--- config.mk ---
export PLATFORM = sky130hd
export DESIGN_NAME = imem_loader
export DESIGN_NICKNAME = d
export VERILOG_FILES = /design/src/rtl/imem_loader.sv
export SDC_FILE = /design/constraint.sdc
export NUM_CORES = 1
export LEC_CHECK = 0
export CAP_MARGIN = 15
export CORE_MARGIN = 4
export CORE_UTILIZATION = 49
export DETAILED_ROUTE_END_ITERATION = 10
export GPL_TIMING_DRIVEN = 0
export PLACE_DENSITY = 0.77
export SLEW_MARGIN = 20
export SYNTH_ARGS = -nofsm -noshare
export SYNTH_HDL_FRONTEND = slang
export SYNTH_SLANG_ARGS = --single-unit
--- constraint.sdc ---
create_clock -name clk -period 2 [get_ports clk]
set_input_delay 0.3 -clock clk [delete_from_list [all_inputs] [get_ports clk]]
set_output_delay 0.3 -clock clk [all_outputs]
set_load 0.05 [all_outputs]
--- src/rtl/imem_loader.sv ---
// imem_loader: boot-time instruction memory programmer.
// Receives a framed byte stream (SYNC, COUNT, COUNT*4 data bytes LSB first,
// CSUM), writes little-endian words to the instruction memory and releases
// the core reset only after the whole image has been checksum-verified.
module imem_loader #(
  parameter logic [31:0] BASE_ADDR      = 32'h0000_0000,
  parameter int unsigned DEPTH          = 256,
  parameter logic [7:0]  SYNC_BYTE      = 8'hA5,
  parameter int unsigned TIMEOUT_CYCLES = 1_000_000
) (
  input  logic        clk,
  input  logic        reset,
  input  logic        rx_valid,
  input  logic [7:0]  rx_data,
  output logic        mem_write,
  output logic [31:0] mem_addr,
  output logic [31:0] mem_data,
  output logic        cpu_reset,
  output logic        busy,
  output logic        done,
  output logic        error,
  output logic [8:0]  words_loaded
);

  localparam int unsigned TW = $clog2(TIMEOUT_CYCLES + 1);
  localparam logic [TW-1:0] TMO_LAST = TW'(TIMEOUT_CYCLES - 1);

  typedef enum logic [2:0] {IDLE, COUNT, DATA, CSUM, DONE, ERROR} state_t;

  state_t        state_q, state_d;
  logic [1:0]    byte_idx_q, byte_idx_d;
  logic [8:0]    word_idx_q, word_idx_d;
  logic [8:0]    count_q, count_d;
  logic [7:0]    csum_q, csum_d;
  logic [TW-1:0] tmo_q, tmo_d;
  logic [31:0]   asm_q, asm_d;

  logic          mem_write_d;
  logic [31:0]   mem_addr_d;
  logic [31:0]   mem_data_d;
  logic          cpu_reset_d;
  logic          busy_d;
  logic          done_d;
  logic          error_d;
  logic [8:0]    words_loaded_d;
  logic [8:0]    n;

  // State and all registered outputs.
  always_ff @(posedge clk) begin
    if (reset) begin
      state_q      <= IDLE;
      byte_idx_q   <= '0;
      word_idx_q   <= '0;
      count_q      <= '0;
      csum_q       <= '0;
      tmo_q        <= '0;
      asm_q        <= '0;
      mem_write    <= 1'b0;
      mem_addr     <= BASE_ADDR;
      mem_data     <= '0;
      cpu_reset    <= 1'b1;
      busy         <= 1'b0;
      done         <= 1'b0;
      error        <= 1'b0;
      words_loaded <= '0;
    end else begin
      state_q      <= state_d;
      byte_idx_q   <= byte_idx_d;
      word_idx_q   <= word_idx_d;
      count_q      <= count_d;
      csum_q       <= csum_d;
      tmo_q        <= tmo_d;
      asm_q        <= asm_d;
      mem_write    <= mem_write_d;
      mem_addr     <= mem_addr_d;
      mem_data     <= mem_data_d;
      cpu_reset    <= cpu_reset_d;
      busy         <= busy_d;
      done         <= done_d;
      error        <= error_d;
      words_loaded <= words_loaded_d;
    end
  end

  // Next-state and next-output logic; the word write is issued from the
  // edge that samples the 4th byte, so it never depends on the next state.
  always_comb begin
    state_d        = state_q;
    byte_idx_d     = byte_idx_q;
    word_idx_d     = word_idx_q;
    count_d        = count_q;
    csum_d         = csum_q;
    tmo_d          = '0;
    asm_d          = asm_q;
    mem_write_d    = 1'b0;
    mem_addr_d     = mem_addr;
    mem_data_d     = mem_data;
    cpu_reset_d    = cpu_reset;
    busy_d         = busy;
    done_d         = done;
    error_d        = error;
    words_loaded_d = words_loaded;
    n              = (rx_data == 8'h00) ? 9'd256 : {1'b0, rx_data};

    case (state_q)
      IDLE, ERROR: begin
        if (rx_valid && rx_data == SYNC_BYTE) begin
          state_d        = COUNT;
          busy_d         = 1'b1;
          error_d        = 1'b0;
          words_loaded_d = '0;
          word_idx_d     = '0;
          byte_idx_d     = '0;
          csum_d         = '0;
        end
      end

      COUNT, DATA, CSUM: begin
        if (rx_valid) begin
          case (state_q)
            COUNT: begin
              if ({23'b0, n} > DEPTH) begin
                state_d = ERROR;
                error_d = 1'b1;
                busy_d  = 1'b0;
              end else begin
                count_d = n;
                state_d = DATA;
              end
            end
            DATA: begin
              asm_d[{byte_idx_q, 3'b000} +: 8] = rx_data;
              csum_d     = csum_q + rx_data;
              byte_idx_d = byte_idx_q + 2'd1;
              if (byte_idx_q == 2'd3) begin
                mem_write_d    = 1'b1;
                mem_addr_d     = BASE_ADDR + {21'b0, word_idx_q, 2'b00};
                mem_data_d     = {rx_data, asm_q[23:0]};
                words_loaded_d = words_loaded + 9'd1;
                word_idx_d     = word_idx_q + 9'd1;
                if (word_idx_q == count_q - 9'd1)
                  state_d = CSUM;
              end
            end
            default: begin
              if (rx_data == csum_q) begin
                state_d     = DONE;
                done_d      = 1'b1;
                busy_d      = 1'b0;
                cpu_reset_d = 1'b0;
              end else begin
                state_d = ERROR;
                error_d = 1'b1;
                busy_d  = 1'b0;
              end
            end
          endcase
        end else if (tmo_q == TMO_LAST) begin
          state_d     = ERROR;
          error_d     = 1'b1;
          busy_d      = 1'b0;
          cpu_reset_d = 1'b1;
        end else begin
          tmo_d = tmo_q + 1'b1;
        end
      end

      default: ;
    endcase
  end

endmodule

* Word level (Yosys, flattened, before mapping) *
Cells that the tools add are included.

storage, ports and cells
  register bits after elaboration = 138
  bits in latches = 0
  RAM bits = 0
  bits in read-only memories = 0
  input bits = 11
  output and inout bits = 78
  memories kept = 0

operators by class
  add/sub/neg operators = 7
  multiply operators = 0
  div/mod/pow operators = 0
  magnitude comparators = 1
  eq/ne operators = 21
  shift-type cells = 2
  mux-type cells = 45
  bitwise operators = 5
  reductions and logical operators = 20

operators with widths
  cell                      count
  $mux W9                   8
  $pmux W9 S2               2
  $bwmux W32                1
  $shift A8 B7 Y32 const A  1
  $shiftx A8 B7 Y32         1
  $mux W8                   3
  $add A20 B1 Y20 const B   1
  $eq A20 B20 Y1 const B    1
  $reduce_and A4 Y1         5
  $add A9 B1 Y9 const B     2
  $mux W3                   6
  $ne A4 B4 Y1 const B      4
  $pmux W8 S2               1
  $reduce_and A5 Y1         3
  $mux W1                   14
  $pmux W3 S2               2
  $ne A2 B2 Y1 const B      5
  $eq A9 B9 Y1              1
  $gt A9 B9 Y1 const B      1
  $sub A9 B1 Y9 const B     1
  $add A8 B8 Y8             1
  $eq A8 B8 Y1              1
  $eq A8 B8 Y1 const B      1
  $logic_not A8 Y1          1
  20 further kinds          34

* Logic depth before layout (Yosys ltp) *
Gate-level depths: netlist of run 1.

  depth after elaboration = 7
  gate-level depth with buffers = 9
  depth with buffers taken out = 9

* Least setup slack after synthesis of run 1 *
No wires, ideal clock.

  path kind = register to register
  start = register tmo_q[8]
  end = register state_q[2]
  setup time = 0.070 ns
  arrival = 1.877 ns
  data required time = 1.930 ns
  slack = 0.054 ns
  stages on the path, launching flop included = 7
  buffers on the path = 0
  path through = dfxtp_1 -> or4_4 -> nor4_4 -> a21o_2 -> o211ai_2 -> or4_1 -> a21oi_1

on the way
  longest elaborated chain between the ends = 3

ends and longest elaborated chain
  what                                RTL line  source
  start: declaration                  35        logic [TW-1:0] tmo_q, tmo_d;
  start signal: assignment            72        tmo_q <= tmo_d;
  $eq A20 B20 Y1                      158       end else if (tmo_q == TMO_LAST) begin
  $ne A3 B3 Y1 (no source line)       --
  $reduce_and A5 Y1 (no source line)  --
  end signal: assignment              67        state_q <= state_d;
  end: declaration                    30        state_t state_q, state_d;

No other way between the ends.
A chain may end at the register's enable or synchronous reset.

* Worst setup path in the final report of run 1 *
  start = register tmo_q[6]
  end = register state_q[2]

The elaborated chain is that of the path after synthesis.

==> results_dict.tcl, run 1 <==
set metrics [dict create \
    outcome "finished, violations left" \
    failed_checks "setup timing" \
    detail_route.wirelength_mm 16.15 \
    synth_ff_type "dfxtp_1" \
    clk-insertion-delay-late_ns 0.42 \
    finClkSkew_ns 0.007060 \
    hold_buffers 0 \
    setup_slack_of_the_critical_path_after_layout_ns -0.1148 \
    cts_sinks 130 \
    ys_warn_count 0 \
    globalplace.congestion 0.8549 \
    synth.distinct_cells 55 \
    period_share 1.057 \
    globalRoute.totalOverflow 0 \
    power-per-cell-area_nw_per_um2 813.1 \
    timing_max_transition_violations_final 0 \
    post_synth_inst_count 729 \
    grt_max_degree 17 \
    async_flop_share 0 \
    core-area_um2 11610 \
    drive_above_1_share 0.1404 \
    worst_setup_path_start "tmo_q[6]" \
    post_route_drc 0 \
    area_growth_syn_to_layout_pct 30.48 \
    synth_most_common_cell "nand2_1" \
    placement_rows 39 \
    utilization 0.6656 \
    dp_hpwl_mm 10.95 \
    number_of_enable_flip_flop_cells_after_synthesis 0 \
    max_slew_margin 0.4863 \
    nets 870 \
    synthTopCellsByCount "nand2_1, dfxtp_1, a21oi_1, nor2_1, nand3_1" \
    design.portCount 89 \
    yosys_register_bits 130 \
    vias_in_the_first_global_route 5353 \
    routed_wire_length_per_instance_um 16.18 \
    clkSlewWorstSetupHoldPaths_ns 0.06 \
    worst-endpoint-required_ns 2.35 \
    cts_buffers 17 \
    antenna_cells_inserted 0 \
    crit_chain "or4_4 > nor4_4 > a21o_2 > o211ai_4 > or4_1 > a21oi_1" \
    number_of_antenna_violations_at_the_first_check_in_global_routing 0 \
    critPathKind "flip-flop to flip-flop" \
    maxClockFrequency_mhz 472.9 \
    critical_path_fanout_max 4 \
    reg2reg_setup_slack_ns -0.11 \
    yosys.area.top_type "dfxtp_1" \
    drt-pass1-iter-count 5 \
    clockRootBuffer "clkbuf_16" \
    rsz0062_at_grt "yes" \
    start_util 0.5101 \
    synth_area_leaders "dfxtp_1, nand2_1, a21oi_1" \
    die_width_um 118.0 \
    viasPerCell 5.555 \
    critical_path.startpoint_type "flip-flop" \
    h-tree-depth 4 \
    worstSetupEndpointType "flip-flop" \
    post-layout-total-power_mw 6.285 \
    min-delay-start "rx_data[0]" \
    detail-route-antenna-nets 0 \
    via_count 5544 \
    synthesis.area_per_instance_um2 8.127 \
    cell_area_synth_um2 5924 \
    finalWorstPathRequiredPeriod_ns 2.115 \
    synth.yosys.seq_area_share 0.4393 \
    portBuffers 65 \
    max_cap_viol_count 0 \
    die_height_um 118.0 \
    setup-violations-final 4 \
    timing.hold.worst.class "input pin to flip-flop" \
    rr_startpoint "tmo_q[6]" \
    grt_pass1_wl_mm 25.89 \
    crit_slowest_cell "or4_4" \
    static-leakage-power_nw 2.834 \
    critical-path-max-stage-delay_ns 0.54 \
    die_area_um2 13910 \
    synth_largest_type_area_fraction 0.4393 \
    track_usage 0.2254 \
    tritoncts "built" \
    tightestPinTransition_ns 0.7641 \
    detailedRoute.firstIterationViolations 467 \
    power.ir.vdd_worst_v 0.0005218 \
    worstPathArrival_ns 2.47 \
    timing.final.hold_violations 0 \
    cts-root-to-sink-buffers 2 \
]
-- area by class of cell --
| class | instances | area, um2 |
|---|---|---|
| Buffer | 56 | 374.1 |
| Clock buffer | 19 | 442.9 |
| Clock inverter | 13 | 173.9 |
| Fill cell | 917 | 3884 |
| Inverter | 19 | 71.32 |
| Multi-Input combinational cell | 544 | 3151 |
| Sequential cell | 130 | 2615 |
| Tap cell | 143 | 178.9 |
| Timing Repair Buffer | 74 | 723.2 |
-- power by group --
part           internal (mW)  leakage (nW)  switching (mW)
Sequential              2.60          1.05          0.0133
Clock                   2.01         0.291            1.22
Combinational          0.139          1.49           0.295
-- timing repair --
action	in CTS	in global routing
setup buffers	2	7
gates resized for setup	46	39
pin swaps	6	9
endpoints found under the setup margin	117	94
-- per-layer routing --
metal,vias to the layer above,part of all wire,global-route usage
met5,-,0,0
met4,0,0.019,0.08425
met3,33,0.061,0.04853
met2,203,0.50,0.3856
met1,2647,0.42,0.2781
li1,2661,-,-
-- through the flow --
step,setup slack (ns),hold slack [ns],instances,setup TNS (ns),area [um2]
floorplan,0.05369,0.4258,751,0,6007
global placement,-0.8288,0.4382,959,-64.42,6837
detailed placement,-0.8705,0.4461,959,-67.38,6843
CTS,-0.07695,0.3646,992,-0.1381,7559
finish,-0.1148,0.3774,998,-0.2233,7730
global route,-0.2182,0.3718,998,-1.154,7730
-- registers in the layout (all words and copies together) (netlist names), 2 cells and up --
register	flops
mem_data	32
asm_q	24
tmo_q	20
count_q	9
mem_addr	9
word_idx_q	9
words_loaded	9
csum_q	8
state_q	3
byte_idx_q	2
-- cells by family (layout without fill, tap and decap cells) --
family	count (synthesis)	after routing	share of synthesized area
AND/OR/NAND/NOR	330	330	0.2625
flip-flops	130	130	0.4393
AO/OA/AOI/OAI	129	129	0.1223
buffers and inverters	77	181	0.07117
XOR/XNOR	43	43	0.06357
adder cells (fa/ha/maj)	17	17	0.03717
multiplexers	2	2	0.003379
other	1	23	0.0006330
-- placed cells by master (no fill, tap or decap), types with 5 or more instances in the layout --
cell type        netlist  final
nand2b_1               6      6
xor2_1                24     24
nand2_1              143    141
nand4_1               13     13
nor4_1                 8      5
nor3_1                14     10
dfxtp_1              130    124
a22oi_1                8      8
conb_1                 1     23
clkbuf_16              0     17
xnor2_1               19     19
clkbuf_1              25     19
nor2_1                60     60
nand3_1               40     39
clkdlybuf4s50_1        0     55
a21oi_1               90     89
inv_1                 19     19
and4_1                 5      5
o21ai_0               13     12
nor2b_1                8      5
buf_4                 23     37
ha_1                  16     15
-- critical path, delay by kind of cell, from the launching register on --
| kind | cells | cell delay, ns |
|---|---|---|
| and+or+nand+nor | 3 | 1.28 |
| AOI/OAI and AO/OA | 3 | 0.42 |
| DFF | 1 | 0.35 |
-- worst paths after layout --
check,endpoint,depth (start not counted)
worst max-delay path,state_q[2],6
worst min-delay path,count_q[0],3
worst max register to register,state_q[2],6
worst min register to register,mem_addr[6],2
(Power assumes the default switching activity.)
==> run 2: changes to the inputs <==
CTS_CLUSTER_DIAMETER = 80   (was not set)
PLACE_DENSITY = not set   (was 0.77)
PLACE_DENSITY_LB_ADDON = 0.15   (was not set)
==> run 2 against run 1 <==
Net effect: the run still ends with setup timing left; sequential power hardly changed; routed wire length is 1.8% lower; clock power is 7.1% lower.
==> results_dict.tcl, run 2 (synthesis results as in run 1) <==
set metrics [dict create \
    h-tree-depth 4 \
    nets 874 \
    ff_latch_area_um2 2623 \
    detail_route.wirelength_mm 15.85 \
    power.clock.fraction 0.497 \
    critical_path.startpoint_type "flip-flop" \
    vias_in_the_first_global_route 5209 \
    biggestRegsByFlops "mem_data: 32 flops, asm_q: 24 flops, tmo_q: 20 flops" \
    post_route_drc 0 \
    worst-endpoint-required_ns 2.34 \
    mostFrequentLayoutCells "nand2_1, dfxtp_1, a21oi_1" \
    max_cap_viol_count 0 \
    drive_above_1_share 0.1608 \
    globalplace.congestion 0.9158 \
    grt_max_degree 17 \
    placement_rows 39 \
    crit_chain "or4_4 > nor4_4 > a21o_2 > o211ai_4 > or4_4 > a21oi_2" \
    finalWorstPathRequiredPeriod_ns 2.082 \
    detail-route-antenna-nets 0 \
    cts_sinks 130 \
    clockRootBuffer "clkbuf_16" \
    detailedRoute.firstIterationViolations 440 \
    grt_pass1_wl_mm 25.34 \
    maxClockFrequency_mhz 480.2 \
    rr_startpoint "tmo_q[7]" \
    pwr-share-comb 0.072 \
    failed_checks "setup timing" \
    worstSetupEndpointType "flip-flop" \
    setup-violations-final 3 \
    cts_buffers 17 \
    portBuffers 65 \
    track_usage 0.2198 \
    max_slew_margin 0.4623 \
    number_of_antenna_violations_at_the_first_check_in_global_routing 0 \
    worstPathArrival_ns 2.43 \
    timing.final.hold_violations 0 \
    multi_input_area_um2 3228 \
    final_common_cell "nand2_1" \
    period_share 1.041 \
    number_of_flip_flops_under_the_largest_register_name 32 \
    start_util 0.5101 \
    setup_slack_of_the_critical_path_after_layout_ns -0.08248 \
    design.portCount 89 \
    crit_slowest_cell "or4_4" \
    critical_path.most_common_cell "or4_4" \
    share_seq_of_total_power 0.432 \
    dp_hpwl_mm 10.76 \
    worst_setup_path_start "tmo_q[7]" \
    finClkSkew_ns 0.007518 \
    static-leakage-power_nw 2.842 \
    final.fill_count 993 \
    rsz0062_at_grt "yes" \
    tritoncts "built" \
    internal_power_mw 4.695 \
    min-delay-start "rx_data[4]" \
    critPathBufInv 0 \
    die_height_um 118.0 \
    clkSlewWorstSetupHoldPaths_ns 0.05 \
    power-per-cell-area_nw_per_um2 776.1 \
    antenna_cells_inserted 0 \
    p_sw_mw 1.363 \
    tightestPinTransition_ns 0.7999 \
    critical-path-top-delay-family "simple AND/OR/NAND/NOR gates" \
    globalRoute.totalOverflow 0 \
    hold_buffers 0 \
    outcome "finished, violations left" \
    die_area_um2 13910 \
    timing.hold.worst.class "input pin to flip-flop" \
    area_growth_syn_to_layout_pct 31.76 \
    die_width_um 118.0 \
    pre_cts_ws_ns -0.9648 \
    power.ir.vdd_worst_v 0.0005599 \
    largest_register_by_flop_count "mem_data" \
    clk-insertion-delay-late_ns 0.41 \
    routed_wire_length_per_instance_um 15.84 \
    via_count 5420 \
    viasPerCell 5.415 \
    switching_share_of_power 0.2250 \
    setup-tns-final_ns -0.1525 \
    core-area_um2 11610 \
    critPathKind "flip-flop to flip-flop" \
    timing_max_transition_violations_final 0 \
    drt-pass1-iter-count 7 \
    critical-path-max-stage-delay_ns 0.54 \
    critical_path_fanout_max 3 \
    cts-root-to-sink-buffers 2 \
]
-- run 2: cell types whose count changed in the layout (fill, tap and decap cells not counted), sizes merged --
cell / before / now
clkinvlp: 3 / 0
buf: 39 / 43
clkdlybuf4s15: 4 / 3
inv: 23 / 19
bufinv: 3 / 2
dlymetal6s2s: 2 / 3
clkbuf: 45 / 54
dlygate4sd2: 4 / 2
-- run 2: worst paths after layout --
check | end | slack (ns) | cells past startpoint
max | state_q[2] | -0.08 | 6
min | count_q[4] | 0.29 | 3
max reg2reg | state_q[2] | -0.08 | 6
min reg2reg | done | 0.44 | 2
-- run 2: worst register-to-register path, cell delays in order, from the launching register on --
cell,delay [ns]
dfxtp_2,0.32
or4_4,0.54
nor4_4,0.30
a21o_2,0.20
o211ai_4,0.10
or4_4,0.44
a21oi_2,0.12
-- run 2: power groups by stage --
stage	registers (mW)	clock network [mW]	logic, mW
3_3_place_gp	2.67	0	0.386
5_1_grt	2.62	3.14	0.465
4_1_cts	2.62	3.03	0.400
6_report	2.62	3.01	0.434
3_5_place_dp	2.67	0	0.394
2_1_floorplan	2.67	0	0.296
-- run 2: cell type report --
class | count | share of cell area
clock buffers | 26 | 0.06395
multi-input cells | 544 | 0.4135
repair buffers | 78 | 0.09729
plain buffers | 56 | 0.04728
inverters | 19 | 0.009457
flip-flops and latches | 130 | 0.3360
well taps | 143 | 0.02292
clock inverters | 5 | 0.009617
-- run 2: metal layers --
metal  wire length, um  GRT usage  up-vias
met5                 0          0        -
met4               211    0.06960        0
met3              1057    0.06103       22
met2              7792     0.3633      184
met1              6791     0.2784     2545
li1                  -          -     2669
-- run 2: through the flow --
stage / hold slack [ns] / instances / total power [mW] / util / area (um2)
2_1_floorplan: 0.4258 / 751 / 2.965 / - / 6007
3_3_place_gp: 0.4379 / 959 / 3.057 / 0.5887 / 6837
5_1_grt: 0.3026 / 1001 / 6.220 / 0.6722 / 7806
6_report: 0.2880 / 1001 / 6.059 / 0.6722 / 7806
4_1_cts: 0.3783 / 993 / 6.048 / 0.6504 / 7553
3_5_place_dp: 0.4415 / 959 / 3.066 / 0.5892 / 6843
-- run 2: what timing repair did --
| item | 4_1_cts | 5_1_grt |
|---|---|---|
| setup buffers | 4 | 9 |
| hold endpoints to repair | 0 | 0 |
| setup endpoints to repair | 117 | 110 |
| gates resized for setup | 48 | 60 |
| pin swaps | 11 | 18 |
